`src/rtl/pipe_hazard_ctrl_pkg.sv`:
```
// Shared encodings for the PA-RISC pipeline hazard controller.
// State, forwarding-select and register constants.
package pa_risc_pkg;

    typedef enum logic [1:0] {
        ST_RUN   = 2'b00,
        ST_STALL = 2'b01,
        ST_HALT  = 2'b10
    } state_t;

    typedef enum logic [1:0] {
        FWD_RF  = 2'b00,
        FWD_EX  = 2'b01,
        FWD_MEM = 2'b10,
        FWD_WB  = 2'b11
    } fwd_t;

    localparam logic [4:0] REG_ZERO = 5'd0;

endpackage

```
`src/rtl/pipe_hazard_ctrl_if.sv`:
```
// Bundle between the pipeline datapath and the hazard controller.
// master = datapath side, slave = controller side.
interface pipe_hazard_ctrl_if #(
    parameter int CNT_W = 16
);
    logic             run_en;
    logic [4:0]       id_ra;
    logic [4:0]       id_rb;
    logic             id_ra_used;
    logic             id_rb_used;
    logic [4:0]       ex_rd;
    logic             ex_rf_le;
    logic             ex_load;
    logic             ex_branch_taken;
    logic             ex_nullify;
    logic [4:0]       mem_rd;
    logic             mem_rf_le;
    logic [4:0]       wb_rd;
    logic             wb_rf_le;
    logic             pc_le;
    logic             ifid_le;
    logic             ifid_clr;
    logic             idex_clr;
    logic [1:0]       fwd_a;
    logic [1:0]       fwd_b;
    logic [1:0]       state;
    logic [CNT_W-1:0] stall_cnt;
    logic [CNT_W-1:0] flush_cnt;

    modport master (
        output run_en, id_ra, id_rb, id_ra_used, id_rb_used,
        output ex_rd, ex_rf_le, ex_load, ex_branch_taken, ex_nullify,
        output mem_rd, mem_rf_le, wb_rd, wb_rf_le,
        input  pc_le, ifid_le, ifid_clr, idex_clr,
        input  fwd_a, fwd_b, state, stall_cnt, flush_cnt
    );

    modport slave (
        input  run_en, id_ra, id_rb, id_ra_used, id_rb_used,
        input  ex_rd, ex_rf_le, ex_load, ex_branch_taken, ex_nullify,
        input  mem_rd, mem_rf_le, wb_rd, wb_rf_le,
        output pc_le, ifid_le, ifid_clr, idex_clr,
        output fwd_a, fwd_b, state, stall_cnt, flush_cnt
    );
endinterface

```
`src/rtl/pipe_hazard_ctrl_fwd_sel.sv`:
```
// Per-operand forwarding select; nearest producing stage wins.
// r0 is hardwired, so it is never forwarded.
module fwd_sel
    import pa_risc_pkg::*;
(
    input  logic [4:0] src,
    input  logic       used,
    input  logic [4:0] ex_rd,
    input  logic       ex_rf_le,
    input  logic [4:0] mem_rd,
    input  logic       mem_rf_le,
    input  logic [4:0] wb_rd,
    input  logic       wb_rf_le,
    output fwd_t       sel
);

    always_comb begin
        sel = FWD_RF;
        if (used && src != REG_ZERO) begin
            if (ex_rf_le && ex_rd == src)
                sel = FWD_EX;
            else if (mem_rf_le && mem_rd == src)
                sel = FWD_MEM;
            else if (wb_rf_le && wb_rd == src)
                sel = FWD_WB;
        end
    end

endmodule

```
`src/rtl/pipe_hazard_ctrl.sv`:
```
// Hazard/sequencing controller: load-use stalls, branch flushes,
// operand forwarding and saturating debug event counters.
module pipe_hazard_ctrl
    import pa_risc_pkg::*;
#(
    parameter int LOAD_STALL_CYCLES = 1,
    parameter int CNT_W             = 16
) (
    input  logic                 clk,
    input  logic                 reset,
    pipe_hazard_ctrl_if.slave    bus
);

    logic [1:0]       st_q, st_d;
    logic [2:0]       rem_q, rem_d;
    logic [CNT_W-1:0] stall_q;
    logic [CNT_W-1:0] flush_q;
    logic             stall_inc;
    logic             flush_inc;
    logic             lu_haz;
    fwd_t             sel_a, sel_b;

    assign lu_haz = bus.ex_load && bus.ex_rf_le &&
                    bus.ex_rd != REG_ZERO &&
                    ((bus.id_ra_used && bus.id_ra == bus.ex_rd) ||
                     (bus.id_rb_used && bus.id_rb == bus.ex_rd));

    always_comb begin
        bus.pc_le    = 1'b0;
        bus.ifid_le  = 1'b0;
        bus.ifid_clr = 1'b0;
        bus.idex_clr = 1'b0;
        st_d         = st_q;
        rem_d        = rem_q;
        stall_inc    = 1'b0;
        flush_inc    = 1'b0;
        if (!reset) begin
            bus.ifid_clr = 1'b1;
            bus.idex_clr = 1'b1;
        end else begin
            unique case (st_q)
                ST_RUN: begin
                    if (!bus.run_en) begin
                        st_d = ST_HALT;
                    end else if (bus.ex_branch_taken) begin
                        // delay slot in ID survives unless nullified
                        bus.pc_le    = 1'b1;
                        bus.ifid_le  = 1'b1;
                        bus.ifid_clr = 1'b1;
                        bus.idex_clr = bus.ex_nullify;
                        flush_inc    = 1'b1;
                    end else if (lu_haz) begin
                        bus.idex_clr = 1'b1;
                        stall_inc    = 1'b1;
                        if (LOAD_STALL_CYCLES > 1) begin
                            rem_d = 3'(LOAD_STALL_CYCLES - 1);
                            st_d  = ST_STALL;
                        end
                    end else begin
                        bus.pc_le   = 1'b1;
                        bus.ifid_le = 1'b1;
                    end
                end
                ST_STALL: begin
                    if (!bus.run_en) begin
                        st_d = ST_HALT;
                    end else begin
                        bus.idex_clr = 1'b1;
                        stall_inc    = 1'b1;
                        rem_d        = (rem_q == 3'd0) ? 3'd0 : rem_q - 3'd1;
                        if (rem_q <= 3'd1)
                            st_d = ST_RUN;
                    end
                end
                ST_HALT: begin
                    if (bus.run_en)
                        st_d = (rem_q != 3'd0) ? ST_STALL : ST_RUN;
                end
                default: st_d = ST_RUN;
            endcase
        end
    end

    always_ff @(posedge clk) begin
        if (!reset) begin
            st_q    <= ST_RUN;
            rem_q   <= 3'd0;
            stall_q <= '0;
            flush_q <= '0;
        end else begin
            st_q  <= st_d;
            rem_q <= rem_d;
            if (stall_inc && stall_q != '1)
                stall_q <= stall_q + 1'b1;
            if (flush_inc && flush_q != '1)
                flush_q <= flush_q + 1'b1;
        end
    end

    fwd_sel u_fwd_a (
        .src       (bus.id_ra),
        .used      (bus.id_ra_used),
        .ex_rd     (bus.ex_rd),
        .ex_rf_le  (bus.ex_rf_le),
        .mem_rd    (bus.mem_rd),
        .mem_rf_le (bus.mem_rf_le),
        .wb_rd     (bus.wb_rd),
        .wb_rf_le  (bus.wb_rf_le),
        .sel       (sel_a)
    );

    fwd_sel u_fwd_b (
        .src       (bus.id_rb),
        .used      (bus.id_rb_used),
        .ex_rd     (bus.ex_rd),
        .ex_rf_le  (bus.ex_rf_le),
        .mem_rd    (bus.mem_rd),
        .mem_rf_le (bus.mem_rf_le),
        .wb_rd     (bus.wb_rd),
        .wb_rf_le  (bus.wb_rf_le),
        .sel       (sel_b)
    );

    assign bus.fwd_a     = reset ? sel_a : FWD_RF;
    assign bus.fwd_b     = reset ? sel_b : FWD_RF;
    assign bus.state     = st_q;
    assign bus.stall_cnt = stall_q;
    assign bus.flush_cnt = flush_q;

endmodule

```
`src/flat_wrapper.sv`:
```
// flat-port wrapper written by rule: the top's interface ports become plain ports
module pipe_hazard_ctrl_flat import pa_risc_pkg::*;
#(
    parameter int LOAD_STALL_CYCLES = 1,
    parameter int CNT_W             = 16
)
  (clk, reset, bus_run_en, bus_id_ra, bus_id_rb, bus_id_ra_used, bus_id_rb_used, bus_ex_rd, bus_ex_rf_le, bus_ex_load, bus_ex_branch_taken, bus_ex_nullify, bus_mem_rd, bus_mem_rf_le, bus_wb_rd, bus_wb_rf_le, bus_pc_le, bus_ifid_le, bus_ifid_clr, bus_idex_clr, bus_fwd_a, bus_fwd_b, bus_state, bus_stall_cnt, bus_flush_cnt);
  pipe_hazard_ctrl_if #(.CNT_W(CNT_W)) bus_i ();
  input  logic clk;
  input  logic reset;
  input wire logic [$bits(bus_i.run_en)-1:0] bus_run_en;
  input wire logic [$bits(bus_i.id_ra)-1:0] bus_id_ra;
  input wire logic [$bits(bus_i.id_rb)-1:0] bus_id_rb;
  input wire logic [$bits(bus_i.id_ra_used)-1:0] bus_id_ra_used;
  input wire logic [$bits(bus_i.id_rb_used)-1:0] bus_id_rb_used;
  input wire logic [$bits(bus_i.ex_rd)-1:0] bus_ex_rd;
  input wire logic [$bits(bus_i.ex_rf_le)-1:0] bus_ex_rf_le;
  input wire logic [$bits(bus_i.ex_load)-1:0] bus_ex_load;
  input wire logic [$bits(bus_i.ex_branch_taken)-1:0] bus_ex_branch_taken;
  input wire logic [$bits(bus_i.ex_nullify)-1:0] bus_ex_nullify;
  input wire logic [$bits(bus_i.mem_rd)-1:0] bus_mem_rd;
  input wire logic [$bits(bus_i.mem_rf_le)-1:0] bus_mem_rf_le;
  input wire logic [$bits(bus_i.wb_rd)-1:0] bus_wb_rd;
  input wire logic [$bits(bus_i.wb_rf_le)-1:0] bus_wb_rf_le;
  output wire logic [$bits(bus_i.pc_le)-1:0] bus_pc_le;
  output wire logic [$bits(bus_i.ifid_le)-1:0] bus_ifid_le;
  output wire logic [$bits(bus_i.ifid_clr)-1:0] bus_ifid_clr;
  output wire logic [$bits(bus_i.idex_clr)-1:0] bus_idex_clr;
  output wire logic [$bits(bus_i.fwd_a)-1:0] bus_fwd_a;
  output wire logic [$bits(bus_i.fwd_b)-1:0] bus_fwd_b;
  output wire logic [$bits(bus_i.state)-1:0] bus_state;
  output wire logic [$bits(bus_i.stall_cnt)-1:0] bus_stall_cnt;
  output wire logic [$bits(bus_i.flush_cnt)-1:0] bus_flush_cnt;
  assign bus_i.run_en = bus_run_en;
  assign bus_i.id_ra = bus_id_ra;
  assign bus_i.id_rb = bus_id_rb;
  assign bus_i.id_ra_used = bus_id_ra_used;
  assign bus_i.id_rb_used = bus_id_rb_used;
  assign bus_i.ex_rd = bus_ex_rd;
  assign bus_i.ex_rf_le = bus_ex_rf_le;
  assign bus_i.ex_load = bus_ex_load;
  assign bus_i.ex_branch_taken = bus_ex_branch_taken;
  assign bus_i.ex_nullify = bus_ex_nullify;
  assign bus_i.mem_rd = bus_mem_rd;
  assign bus_i.mem_rf_le = bus_mem_rf_le;
  assign bus_i.wb_rd = bus_wb_rd;
  assign bus_i.wb_rf_le = bus_wb_rf_le;
  assign bus_pc_le = bus_i.pc_le;
  assign bus_ifid_le = bus_i.ifid_le;
  assign bus_ifid_clr = bus_i.ifid_clr;
  assign bus_idex_clr = bus_i.idex_clr;
  assign bus_fwd_a = bus_i.fwd_a;
  assign bus_fwd_b = bus_i.fwd_b;
  assign bus_state = bus_i.state;
  assign bus_stall_cnt = bus_i.stall_cnt;
  assign bus_flush_cnt = bus_i.flush_cnt;
  pipe_hazard_ctrl #(.LOAD_STALL_CYCLES(LOAD_STALL_CYCLES), .CNT_W(CNT_W)) u_core (.clk(clk), .reset(reset), .bus(bus_i));
endmodule
```
`config.mk`:
```
export PLATFORM = sky130hd
export DESIGN_NAME = pipe_hazard_ctrl_flat
export DESIGN_NICKNAME = d
export VERILOG_FILES = /design/src/rtl/pipe_hazard_ctrl_pkg.sv /design/src/rtl/pipe_hazard_ctrl_if.sv /design/src/rtl/pipe_hazard_ctrl_fwd_sel.sv /design/src/rtl/pipe_hazard_ctrl.sv /design/src/flat_wrapper.sv
export SDC_FILE = /design/constraint.sdc
export NUM_CORES = 1
export LEC_CHECK = 0
export ABC_CLOCK_PERIOD_IN_PS = 4300
export CAP_MARGIN = 20
export CORE_ASPECT_RATIO = 0.5
export CORE_MARGIN = 2
export CORE_UTILIZATION = 35
export CTS_CLUSTER_SIZE = 40
export DETAILED_ROUTE_END_ITERATION = 8
export PLACE_DENSITY_LB_ADDON = 0.12
export SLEW_MARGIN = 20
export SYNTH_ARGS = -nofsm -noshare
export SYNTH_HDL_FRONTEND = slang
export SYNTH_HIERARCHICAL = 1
export SYNTH_SLANG_ARGS = --single-unit
```
`constraint.sdc`:
```
create_clock -name clk -period 4.3 [get_ports clk]
set_input_delay 0.43 -clock clk [delete_from_list [all_inputs] [get_ports clk]]
set_output_delay 0.43 -clock clk [all_outputs]
set_load 0.02 [all_outputs]
```
==> impl_metrics.py, run 1 <==
metrics = {
    "layout": {
        "drive_gt1_share_pct": 6.989,
        "final_util_pct": 50.87,
        "antennaDiodeCount": 0,
        "nNetsFinal": 412,
        "area_growth_pct": 40.18,
    },
    "pwr": {
        "leakage_nw": 1.115,
        "combPwrFrac_pct": 14.9,
        "p_sw_uw": 194.9,
        "p_clk_share_pct": 43.4,
        "p_int_uw": 633.7,
        "irDropWorstVdd_mv": 0.1383,
        "total_power_uw": 828.5,
        "p_seq_share_pct": 41.8,
        "power_density_nw_per_um2": 242.1,
        "switching_share_pct": 23.52,
    },
    "worst_setup_path": {
        "startpoint_type": "input pin",
        "cp.required_ns": 3.87,
        "rr_startpoint": "u_core/bus.stall_cnt[0]",
        "critPathSlowestCell": "clkdlybuf4s50_1",
        "crit_top_cell": "clkdlybuf4s50_1",
        "worstPathArrival_ns": 2.91,
        "crit_chain": "clkdlybuf4s50_1 > or4_1 > nor2_1 > nor3_2 > a21oi_1 > and2_1 > clkdlybuf4s50_1",
        "regToRegSetupSlack_ns": 1.96,
        "max_stage_delay_ns": 0.61,
        "r2r_end": "u_core/bus.stall_cnt[11]",
        "critPathKind": "input pin to primary output",
        "r2r_cells": 7,
        "endpoint_kind": "primary output",
        "cp_max_fo": 6,
    },
    "global_routing": {
        "grt_max_degree": 29,
        "grtUsageTotal_pct": 17.58,
        "grt_pass1_vias": 2313,
        "grt_overflow": 0,
        "antenna_found_initial": 0,
        "grt_pass1_wl_um": 10920,
    },
    "floorplanning": {
        "row_count": 21,
        "die_w_um": 122.1,
        "num_io_pins": 78,
        "core_um2": 6726,
        "initial_core_util_pct": 36.29,
        "dieArea_um2": 7699,
        "die_y_um": 63.06,
    },
    "sta": {
        "finalHoldViolCount": 0,
        "rsz0062_at_grt": "false",
        "relSlewSlack_pct": 53.25,
        "min_period_over_period_pct": 77.77,
        "timing_worst_slew_pin_value_ns": 0.7013,
        "drv_slew": 0,
        "fmax_ghz": 0.2990,
        "finClkSkew_ns": 0.002317,
        "setup_violations": 0,
        "period_minus_slack_ns": 3.344,
        "setup-tns-final_ns": 0,
    },
    "yosys": {
        "ys_seq_area_share_pct": 30.34,
        "synth_edf_count": 0,
        "syn_inst": 295,
        "netlist_area_um2": 2441,
        "yosysTopAreaCell": "dfxtp_1",
        "syn_nets": 335,
        "synth.most_common_cell": "dfxtp_1",
        "synth-seq-cells": 37,
        "ys_top_cells_by_area": "dfxtp_1 30%, xor2_1 9.7%, xnor2_1 7.5%",
        "synth_cell_types": 45,
        "async_reset_ff_share_pct": 0,
        "yosysWarnings": 6,
        "ys.flop_type": "dfxtp_1",
        "yosys-top-cells-count": "37 x dfxtp_1, 27 x xor2_1, 24 x nand2_1, 23 x a21oi_1, 21 x xnor2_1",
        "synth_top_area_share_pct": 30.34,
        "avgSynthCellArea_um2": 8.275,
    },
    "worst_hold_path": {
        "whs_endpoint": "u_core/bus.stall_cnt[8]",
        "worst_hold_path_type": "flop to flop",
        "hp-start": "u_core/bus.stall_cnt[8]",
        "min_path_cells": 2,
    },
    "cts": {
        "ctsRootBufferMaster": "clkbuf_16",
        "clock_latency_ns": 0.28,
        "cts.reportedPaths.clkPinSlew_ns": 0.06,
        "cts_buffers": 5,
        "postCtsSetupBuffers": 0,
        "cts_tree": "yes",
        "cts.sinks": 37,
        "cts_hold_buf": 0,
        "clk_path_buf_depth": 2,
        "cts_repair_resize_count": 0,
        "htreeDepth": 2,
    },
    "route": {
        "antenna_left": 0,
        "drc": 0,
        "first_pass_iters": 4,
        "vias": 2486,
        "drt_iter0_drc": 133,
        "routed_wl_um": 6705,
        "drt-wirelength-per-cell_um": 14.45,
        "routed_via_density": 5.358,
    },
    "place": {
        "gp_congestion": 0.8523,
        "place.detailed.hpwl_um": 4872,
        "io_buffers": 77,
    },
    "job": {
        "max-cap-violations": 0,
    },
    "status": {
        "status": "completed",
    },
}
## worst max path at each step
stage	startpoint	endpoint	slack, ns	depth (start not counted)
global placement	bus_ex_rd[1]	bus_ifid_le	0.99	7
finish	bus_ex_rd[1]	bus_ifid_le	0.96	7
detailed placement	bus_ex_rd[1]	bus_ifid_le	0.95	7
global route	bus_ex_rd[1]	bus_idex_clr	0.76	8
CTS	bus_ex_rd[1]	bus_ifid_le	0.94	7
floorplan	bus_ex_rd[1]	bus_pc_le	1.99	6
## power by group through the flow
stage,Clock (mW),Combinational [mW],Sequential (mW)
6_report,0.359,0.123,0.346
2_1_floorplan,0,0.0546,0.355
3_3_place_gp,0,0.121,0.353
4_1_cts,0.369,0.123,0.346
5_1_grt,0.385,0.133,0.346
3_5_place_dp,0,0.122,0.353
## registers in the layout, summed over array words and instances, names as in the netlist
signal and cells:
u_core/bus.flush_cnt 16, u_core/bus.stall_cnt 16, u_core/rem_q 3, u_core/bus.state 2
## logic make-up after synthesis
logic type | count (synthesis) | share of synthesized area, %
and+or+nand+nor | 124 | 29.52
AOI/OAI and AO/OA | 63 | 16.40
xor gates and xnor gates | 49 | 17.89
DFF | 37 | 30.34
buffers and inverters | 18 | 3.793
adders and majority gates | 4 | 2.050
## worst max-delay path, delay by kind of cell
| family | cells | cell delay (ns) |
|---|---|---|
| buffers and inverters | 2 | 1.13 |
| AND/OR/NAND/NOR | 4 | 1.01 |
| AO/OA/AOI/OAI | 1 | 0.33 |
## placed cells by master, fill, tap and decap left out, types with 2 or more instances in the layout
| cell | instances |
|---|---|
| and3_1 | 7 |
| nand2_1 | 24 |
| a21oi_1 | 23 |
| clkbuf_16 | 5 |
| inv_1 | 10 |
| and3_4 | 2 |
| or4_1 | 8 |
| ha_1 | 4 |
| and4_4 | 2 |
| nor4_2 | 3 |
| nor3_1 | 3 |
| o21ai_0 | 2 |
| or3_1 | 13 |
| dfxtp_1 | 37 |
| nor3_2 | 4 |
| clkdlybuf4s50_1 | 77 |
| o31ai_1 | 7 |
| a31oi_1 | 3 |
| o211ai_1 | 3 |
| nor4_1 | 4 |
| nand4_1 | 10 |
| o21ai_1 | 16 |
| and2_1 | 5 |
| xor2_1 | 27 |
| nor2_1 | 18 |
| xnor2_1 | 21 |
| nand3_1 | 16 |
## final cells by class
cell class,count,area [µm²]
tap,92,115.1
clock buffer,7,142.6
sequential,37,740.7
inverter,10,37.54
multi-input combinational,240,1608
timing repair buffer,78,778.2
fill,642,3304
## per-stage QoR
stage | std cells | setup slack [ns] | instance area [µm²] | hold WS [ns]
floorplan | 295 | 1.987 | 2441 | 0.4663
global placement | 457 | 0.9913 | 3279 | 0.4758
detailed placement | 457 | 0.9494 | 3279 | 0.4840
CTS | 464 | 0.9401 | 3422 | 0.4968
global route | 464 | 0.7557 | 3422 | 0.5151
finish | 464 | 0.9557 | 3422 | 0.4914
## per-layer routing
layer	up-vias	track usage, %	share of wire, %
met1	1163	23.34	47
met2	83	28.28	44
met3	13	4.076	7.1
met5	-	0	0
met4	0	5.603	1.6
li1	1227	-	-
No activity file was read; power rests on OpenSTA's default activity.
==> run 2: changes to the inputs <==
--- a/config.mk
+++ b/config.mk
@@ -5,7 +5,7 @@
 export SDC_FILE = /design/constraint.sdc
 export NUM_CORES = 1
 export LEC_CHECK = 0
-export ABC_CLOCK_PERIOD_IN_PS = 4300
+export ABC_CLOCK_PERIOD_IN_PS = 2900
 export CAP_MARGIN = 20
 export CORE_ASPECT_RATIO = 0.5
 export CORE_MARGIN = 2
==> constraint.sdc (replaced) <==
create_clock -name clk -period 2.9 [get_ports clk]
set_input_delay 0.29 -clock clk [delete_from_list [all_inputs] [get_ports clk]]
set_output_delay 0.29 -clock clk [all_outputs]
set_load 0.02 [all_outputs]
==> run 2 against run 1 <==
  * Worst hold slack better by 0.011 ns
  * Power is 60% higher
  * Clock power is 75% higher
  * Non-clock buffer count is 7 higher
  * Cell count is 1.7% higher
  * Largest cell class unchanged
  * Via count is 1.7% lower
  * Setup slack worse by 0.85 ns
  * Combinational power is 53% higher
  * Core utilization is 1.5 points higher
  * Critical path depth is 1 higher
  * Critical path type unchanged
==> impl_metrics.py, run 2 (same netlist as run 1, synthesis figures left out) <==
metrics = {
    "status": {
        "status": "completed",
    },
    "worst_setup_path": {
        "cp_max_fo": 5,
        "crit_chain": "clkdlybuf4s50_1 > xor2_1 > nor4_1 > and3_1 > a21oi_1 > nor2_1 > and2_1 > clkdlybuf4s50_1",
        "worstPathArrival_ns": 2.51,
        "cp.required_ns": 2.61,
        "critPathKind": "input pin to primary output",
        "crit_top_cell": "clkdlybuf4s50_1",
        "critPathSlowestCell": "clkdlybuf4s50_1",
        "startpoint_type": "input pin",
        "endpoint_kind": "primary output",
        "max_stage_delay_ns": 0.62,
    },
    "place": {
        "io_buffers": 77,
        "place.detailed.hpwl_um": 4993,
        "gp_congestion": 0.8615,
    },
    "sta": {
        "relSlewSlack_pct": 64.99,
        "finalHoldViolCount": 0,
        "rsz0062_at_grt": "false",
        "period_minus_slack_ns": 2.796,
        "fmax_ghz": 0.3576,
        "finClkSkew_ns": 0.003520,
        "drv_slew": 0,
        "setup_violations": 0,
        "min_period_over_period_pct": 96.42,
        "setup-tns-final_ns": 0,
        "timing_worst_slew_pin_value_ns": 0.5251,
    },
    "cts": {
        "clk_path_buf_depth": 2,
        "cts.sinks": 37,
        "cts_tree": "yes",
        "cts_hold_buf": 0,
        "htreeDepth": 2,
        "cts.reportedPaths.clkPinSlew_ns": 0.05,
        "cts_buffers": 5,
        "ctsRootBufferMaster": "clkbuf_16",
        "clock_latency_ns": 0.28,
    },
    "global_routing": {
        "antenna_found_initial": 0,
        "grtUsageTotal_pct": 17.03,
        "grt_pass1_vias": 2321,
        "grt_pass1_wl_um": 10670,
        "grt_overflow": 0,
        "grt_max_degree": 31,
    },
    "route": {
        "drt-wirelength-per-cell_um": 14.07,
        "routed_via_density": 5.176,
        "routed_wl_um": 6640,
        "first_pass_iters": 4,
        "antenna_left": 0,
        "drt_iter0_drc": 80,
        "vias": 2443,
        "drc": 0,
    },
    "pwr": {
        "irDropWorstVdd_mv": 0.2163,
        "total_power_mw": 1.328,
        "power_density_nw_per_um2": 376.7,
        "leakage_nw": 1.206,
    },
    "floorplanning": {
        "num_io_pins": 78,
        "dieArea_um2": 7699,
        "die_y_um": 63.06,
        "die_w_um": 122.1,
        "initial_core_util_pct": 36.29,
        "core_um2": 6726,
        "row_count": 21,
    },
    "layout": {
        "nNetsFinal": 419,
        "area_growth_pct": 44.39,
        "drive_gt1_share_pct": 9.474,
        "layout_commonest_cell": "clkdlybuf4s50_1",
        "antennaDiodeCount": 0,
        "final_cell_mix": "73 x clkdlybuf4s50_1, 37 x dfxtp_1, 27 x xor2_1, 24 x nand2_1, 22 x a21oi_1",
        "fillers": 663,
        "final_util_pct": 52.40,
    },
    "job": {
        "max-cap-violations": 0,
    },
    "worst_hold_path": {
        "worst_hold_path_type": "flop to flop",
    },
}
-- run 2: cell types whose count changed in the layout (fill, tap and decap cells not counted) --
cell,change
buf_4,+7
dlymetal6s2s_1,+4
a21oi_2,+1
nor4_1,-1
bufinv_16,+1
clkdlybuf4s50_1,-4
nor4_2,+1
a21oi_1,-1
-- run 2: per-layer routing --
metal | track usage, % | vias to the layer above | wire [µm]
li1 | - | 1242 | -
met1 | 22.03 | 1128 | 3087
met2 | 28.42 | 69 | 3043
met3 | 3.804 | 4 | 473
met4 | 5.029 | 0 | 36
met5 | 0 | - | 0
-- run 2: worst paths after layout --
path | slack, ns | cells after the start | to | start
hold reg to reg | 0.50 | 2 | u_core/rem_q[2] | u_core/rem_q[2]
setup reg to reg | 0.62 | 8 | u_core/bus.stall_cnt[5] | u_core/bus.stall_cnt[0]
setup / recovery | 0.10 | 8 | bus_fwd_a[0] | bus_id_ra[1]
hold / removal | 0.50 | 2 | u_core/rem_q[2] | u_core/rem_q[2]
-- run 2: cell type report --
cell class | instances | area (µm²) | area share (%)
Clock inverter | 1 | 30.03 | 0.8520
Inverter | 10 | 37.54 | 1.065
Timing Repair Buffer | 85 | 840.8 | 23.86
Clock buffer | 7 | 142.6 | 4.047
Sequential cell | 37 | 740.7 | 21.02
Tap cell | 92 | 115.1 | 3.266
Multi-Input combinational cell | 240 | 1618 | 45.90
-- run 2: stage by stage --
step | hold slack [ns] | setup slack [ns] | instance area (µm²) | std cells
after floorplan | 0.3685 | 0.7405 | 2441 | 295
after global placement | 0.4743 | 0.1195 | 3332 | 464
after detailed placement | 0.4935 | 0.08249 | 3332 | 464
after CTS | 0.5019 | 0.07218 | 3505 | 472
after global routing | 0.5207 | 0.02203 | 3525 | 472
final | 0.5023 | 0.1037 | 3525 | 472
-- run 2: critical path: cells and delay by family --
family | cells | cell delay, ns
buffers and inverters | 2 | 1.19
and+or+nand+nor | 4 | 0.74
xor gates and xnor gates | 1 | 0.24
AOI/OAI and AO/OA | 1 | 0.05
-- run 2: what timing repair did --
action | in CTS | in global routing
gates resized for setup | 0 | 6
setup buffers | 0 | 0
endpoints found under the setup margin | 0 | 5
-- run 2: power breakdown --
part	internal (mW)	switching (mW)
clock network	0.429	0.198
logic	0.0965	0.0915
registers	0.510	0.00266
